$ cat config.mk
export PLATFORM = sky130hd
export DESIGN_NAME = cpu_control
export DESIGN_NICKNAME = d
export VERILOG_FILES = /design/src/rtl/cpu_control.sv
export SDC_FILE = /design/constraint.sdc
export NUM_CORES = 1
export LEC_CHECK = 0
export ABC_AREA = 0
export BUFFER_PORTS_ARGS = -buffer_cell sky130_fd_sc_hd__buf_4
export CORE_MARGIN = 2
export CORE_UTILIZATION = 35
export CTS_CLUSTER_DIAMETER = 30
export DETAILED_ROUTE_END_ITERATION = 7
export PLACE_DENSITY_LB_ADDON = 0.05
export SYNTH_ARGS = -nofsm -noshare
export SYNTH_HDL_FRONTEND = slang
export SYNTH_SLANG_ARGS = --single-unit
$ cat constraint.sdc
create_clock -name clk -period 1.88 [get_ports clk]
set_input_delay 0.282 -clock clk [delete_from_list [all_inputs] [get_ports clk]]
set_output_delay 0.282 -clock clk [all_outputs]
set_load 0.02 [all_outputs]
$ cat src/rtl/cpu_control.sv
`default_nettype none
// ============================================================================
//  Module   : cpu_control
//  Purpose  : Control unit for a simple multi-cycle processor. Captures a
//             9-bit instruction III_XXX_YYY from din when run is seen in T0,
//             then sequences bus-source selects and register load strobes
//             for mv, mvi, add and sub across states T0..T3.
//  Ports    : clk     - system clock, rising edge
//             resetn  - asynchronous active-low reset
//             run     - start request, sampled in T0 only
//             din     - external data, din[8:0] = instruction word
//             select  - one-hot bus source {R7..R0, G, din}
//             r_in    - register file write enables, bit n = Rn
//             ir_in   - instruction register load strobe
//             a_in    - ALU A-operand register load
//             g_in    - ALU result register G load
//             addsub  - ALU operation, 0 = add, 1 = subtract
//             done    - last cycle of the current instruction
//  Revision : 1.0 - initial release
// ============================================================================
module cpu_control #(
  parameter int word = 16
) (
  input  logic            clk,
  input  logic            resetn,
  input  logic            run,
  input  logic [word-1:0] din,
  output logic [9:0]      select,
  output logic [7:0]      r_in,
  output logic            ir_in,
  output logic            a_in,
  output logic            g_in,
  output logic            addsub,
  output logic            done
);

  typedef enum logic [1:0] {
    T0 = 2'd0,
    T1 = 2'd1,
    T2 = 2'd2,
    T3 = 2'd3
  } state_t;

  localparam logic [2:0] OP_MV  = 3'b000;
  localparam logic [2:0] OP_MVI = 3'b001;
  localparam logic [2:0] OP_ADD = 3'b010;
  localparam logic [2:0] OP_SUB = 3'b011;

  state_t     state_q, state_d;
  logic [8:0] ir_q, ir_d;
  logic [2:0] opcode, rx, ry;

  assign opcode = ir_q[8:6];
  assign rx     = ir_q[5:3];
  assign ry     = ir_q[2:0];

  // Only the instruction field of din is used by the control unit.
  if (word > 9) begin : g_din_unused
    logic unused_din_hi;
    assign unused_din_hi = ^din[word-1:9];
  end

  // Register Rn sits at select bit n+2 (bit0 = din, bit1 = G).
  function automatic logic [9:0] sel_reg(input logic [2:0] n);
    return 10'd4 << n;
  endfunction

  function automatic logic [7:0] wr_reg(input logic [2:0] n);
    return 8'd1 << n;
  endfunction

  always_ff @(posedge clk or negedge resetn) begin
    if (!resetn) begin
      state_q <= T0;
      ir_q    <= '0;
    end else begin
      state_q <= state_d;
      ir_q    <= ir_d;
    end
  end

  always_comb begin
    state_d = state_q;
    ir_d    = ir_q;
    select  = '0;
    r_in    = '0;
    ir_in   = 1'b0;
    a_in    = 1'b0;
    g_in    = 1'b0;
    addsub  = 1'b0;
    done    = 1'b0;

    case (state_q)
      T0: begin
        // Reset forces T0 asynchronously; gating with resetn keeps the
        // load strobe low while reset is held even if run is high.
        ir_in = run & resetn;
        if (run) begin
          ir_d    = din[8:0];
          state_d = T1;
        end
      end

      T1: begin
        case (opcode)
          OP_MV: begin
            select  = sel_reg(ry);
            r_in    = wr_reg(rx);
            done    = 1'b1;
            state_d = T0;
          end
          OP_MVI: begin
            select  = 10'd1;
            r_in    = wr_reg(rx);
            done    = 1'b1;
            state_d = T0;
          end
          OP_ADD, OP_SUB: begin
            select  = sel_reg(rx);
            a_in    = 1'b1;
            state_d = T2;
          end
          default: begin
            // Undefined opcodes retire immediately with no side effects.
            done    = 1'b1;
            state_d = T0;
          end
        endcase
      end

      T2: begin
        select  = sel_reg(ry);
        g_in    = 1'b1;
        addsub  = (opcode == OP_SUB);
        state_d = T3;
      end

      T3: begin
        select  = 10'd2;
        r_in    = wr_reg(rx);
        done    = 1'b1;
        state_d = T0;
      end

      default: begin
        state_d = T0;
      end
    endcase
  end

endmodule
`default_nettype wire

# Word level (Yosys, flattened, before mapping)
# Index checks and enable logic that the tools add are counted.
# totals
ff_bits,11
in_bits,19
output_inout_bits,23
word_cells,32
# classes
n_eq_ne,7
shifts,3
mux,14
bitwise,1
n_reduce_logical,5
# ops
op,count
case mux 10 bit (3 select lines),2
left shift 3 x 3 -> 10 bit (first input constant),2
case mux 8 bit (2 select lines),1
2-to-1 mux 8 bit,1
case mux 2 bit (4 select lines),1
left shift 1 x 3 -> 8 bit (first input constant),1
equality test 3 x 2 -> 1 bit (second input constant),2
2-to-1 mux 1 bit,6
equality test 2 bit (second input constant),2
2-to-1 mux 2 bit,2
OR reduction 2 bit,2
equality test 3 x 1 -> 1 bit (second input constant),1
zero test 3 bit,1
equality test 2 x 1 -> 1 bit (second input constant),1
zero test 2 bit,1
!= test 2 bit (second input constant),1
case mux 1 bit (2 select lines),1
AND reduction 2 bit,1
bitwise AND 1 bit,1

# Longest topological paths before layout
# depth
ltp_word,4
ltp_mapped,5
ltp_nobuf,4

# Least setup slack after synthesis
# No wires, ideal clock.
# synth_path
kind,register to output
from,reg (tool-made name)
to,out select[9]
arrival_ps,1377
required_ps,1598
setup_slack_ps,221
stages_incl_launch_ff,5
path_buffers,1
cell_sequence,dfrtp_1 > buf_6 > and4bb_2 > nand2_1 > o22ai_1
# synth_lines
item,line_no,rtl
end: declaration,28,"output logic [9:0] select,"

==> metrics.txt <==
pwr/cell area 1460 nW/µm²; DRC violations left 0; worst-margin pin slew 0.325 ns; yosys synthesis warning count 0; crit path DAT 1.57 ns; post-synthesis cell count 72; largest net degree at the start of global routing 13; filler cell count 195; total power 1520 µW; initial detailed-routing violation count 16; compound-gate portion of the synthesized area 16.3%; clock latency on the worst-skew pair 0.27 ns; initial antenna violation count 0; f_max 0.539 GHz; number of distinct library cells after synthesis 26; WL/cell 11.8 µm; Via density 5.01; # placed instances 132; crit start category flip-flop; footprint of the multi-input gates 412 µm²; worst path cell trace and4bb_2, nand2_4, o32ai_2, buf_4; first-pass GRT wire length 2.68 mm; CTS tree done; worst hold slack 0.222 ns; max-cap viol count 0; htree depth 1; clk sinks 11; Setup Skew 0.00131 ns; Final min period 1.85 ns; post-synthesis register bit count 11; Period Utilization, post-route 98.6%; drt total wl 1.65 mm; Post-Synth XOR/XNOR Area 0%; Synth Area per Inst 9.84 µm²; total CTS buffers 3; total grt overflow 0; worst-path fanout max 8; IO Count 42; vias 696; area of the core 1940 µm²; fin cells 139; gr usage total 14.4%; antenna diode count 0; CP max stage cell dfrtp_2; CP Capture Type output port; Routed Antenna Nets 0; Setup Crit Path Kind flip-flop to output port; Pre-Repair DR Iteration Count 4; RD Place Congestion 0.702; Reg clk slew, reported paths 0.06 ns; largest family of logic cells by synthesized area simple AND/OR/NAND/NOR gates; ys async rst share 100%; Total Die Area 2400 µm²; Clock Path Buffers 2; DPL Wire Length 1.32 mm; CTS root buffer clkbuf_4; Syn-to-layout area delta 47.7%; Setup violations, final 0; post-synthesis mux area share 12.7%; Req. time, crit path 1.60 ns; Leak 0.000478 µW; vias in the first global route 601; Post-Synth Adder-Cell Area 0%; Final Hold Fails 0; relative slew slack 78.3%; site row count 16; Netlist Area Pre-Place 708 µm²; prevailing post-synth register cell dfrtp_1; die width 49.0 µm; Syn Nets 91; Worst VDD drop 0.792 mV; initial core utilization 36.5%; RSZ-0062 raised after global routing yes; number of synthesized flops with an enable pin 0; share of cells above drive strength 1 55.4%; setup tns final 0 ns; Final nets 132; max incr delay on CP 0.46 ns; Max Slew Vio Count 0; sequential element share of the synthesized area 38.9%; worst hold path type primary input to flip-flop; Synth Area in Simple Gates 28.4%; register area 279 µm²; post-layout util 53.9%; Die Height 49.0 µm; Buffers on Ports 34; status finished clean
## kinds of logic after synthesis
| logic type | Yosys count |
|---|---|
| AO/OA/AOI/OAI | 14 |
| buffers and inverters | 4 |
| flip-flops | 11 |
| multiplexers | 8 |
| AND/OR/NAND/NOR | 35 |
## metal layers
metal	wire, µm	global-route usage (%)	up-vias
li1	-	-	346
met1	753	19.2	319
met2	775	22.8	27
met3	95	2.76	4
met4	22	5.71	0
met5	0	0	-
## critical path, delay by kind of cell (launching register included)
family	cells	cell delay (ns)
DFF	1	0.46
and+or+nand+nor	2	0.46
AOI/OAI and AO/OA	1	0.21
buffers and inverters	1	0.18
## where the power goes
group          internal [µW]  switching (µW)  total (µW)
clock                   82.2            76.3         158
combinational            409             400         810
sequential               360             195         555
## metrics by stage
step           cell area [µm²]  worst slack (ns)
4_1_cts                   1030           0.00212
3_3_place_gp               986             0.246
5_1_grt                   1050           -0.0479
3_5_place_dp               986             0.237
2_1_floorplan              708             0.221
6_report                  1050            0.0259
## registers in the layout, summed over array words and instances, names as in the netlist, named ones only
| name | count |
|---|---|
| state_q | 1 |
| ir_q | 9 |
## final timing paths
path	start	to	slack [ns]	cells past startpoint
setup / recovery	flip-flop	select[2]	0.03	4
hold reg to reg	state_q[0]	state_q[0]	0.53	1
min in group asynchronous	resetn	ir_q[7]	0.38	2
setup reg to reg	state_q[0]	ir_q[1]	0.41	3
max in group asynchronous	resetn	asynchronous set/reset pin	1.34	2
hold / removal	din[5]	ir_q[5]	0.22	3
## cell type report
class | instances | area share (%)
flip-flops and latches | 11 | 26.7
well taps | 27 | 3.23
repair buffers | 38 | 27.5
multi-input cells | 57 | 39.4
inverters | 2 | 0.718
clock buffers | 4 | 2.51
## Yosys cell counts (2+ instances only)
master | n | area, µm²
and2_1 | 2 | 12.5
dfrtp_1 | 11 | 275
mux2_2 | 8 | 90.1
nand2_1 | 5 | 18.8
nand2b_1 | 4 | 25.0
nor2_1 | 10 | 37.5
nor3_1 | 4 | 20.0
nor3b_2 | 2 | 25.0
o211ai_1 | 2 | 15.0
o22ai_1 | 7 | 43.8
or2_2 | 2 | 12.5
## timing repair
action,CTS,global route
endpoints found under the setup margin,2,8
pin swaps,1,1
endpoints found under the hold margin,11,0
resized for setup,1,3
hold buffers,1,0
buffers inserted,1,1
## cells in the final DEF (no fill, tap or decap)
| master | Yosys | final |
|---|---|---|
| buf_4 | 1 | 37 |
| nor2_1 | 10 | 10 |
| mux2_2 | 8 | 8 |
| dfrtp_1 | 11 | 8 |
| o22ai_1 | 7 | 7 |
| nand2_1 | 5 | 5 |
| nor3_1 | 4 | 4 |
| nand2b_1 | 4 | 4 |
| dfrtp_2 | 0 | 3 |
| clkbuf_4 | 0 | 3 |
| nor3b_2 | 2 | 2 |
| and2_1 | 2 | 2 |
| or2_2 | 2 | 2 |
| o211ai_1 | 2 | 2 |
| nand2b_2 | 1 | 1 |
| a2bb2oi_2 | 1 | 1 |
| inv_1 | 1 | 1 |
| and4bb_2 | 1 | 1 |
| nand2_4 | 0 | 1 |
| inv_2 | 1 | 1 |
| nor3b_1 | 1 | 1 |
| a22oi_2 | 1 | 1 |
| and3b_1 | 1 | 1 |
| o32ai_2 | 1 | 1 |
| or3_1 | 1 | 1 |
| a21boi_0 | 1 | 1 |
| o21ai_0 | 1 | 1 |
| clkbuf_1 | 0 | 1 |
| dlygate4sd3_1 | 0 | 1 |
Note: power is estimated with default switching activity, not from simulation.
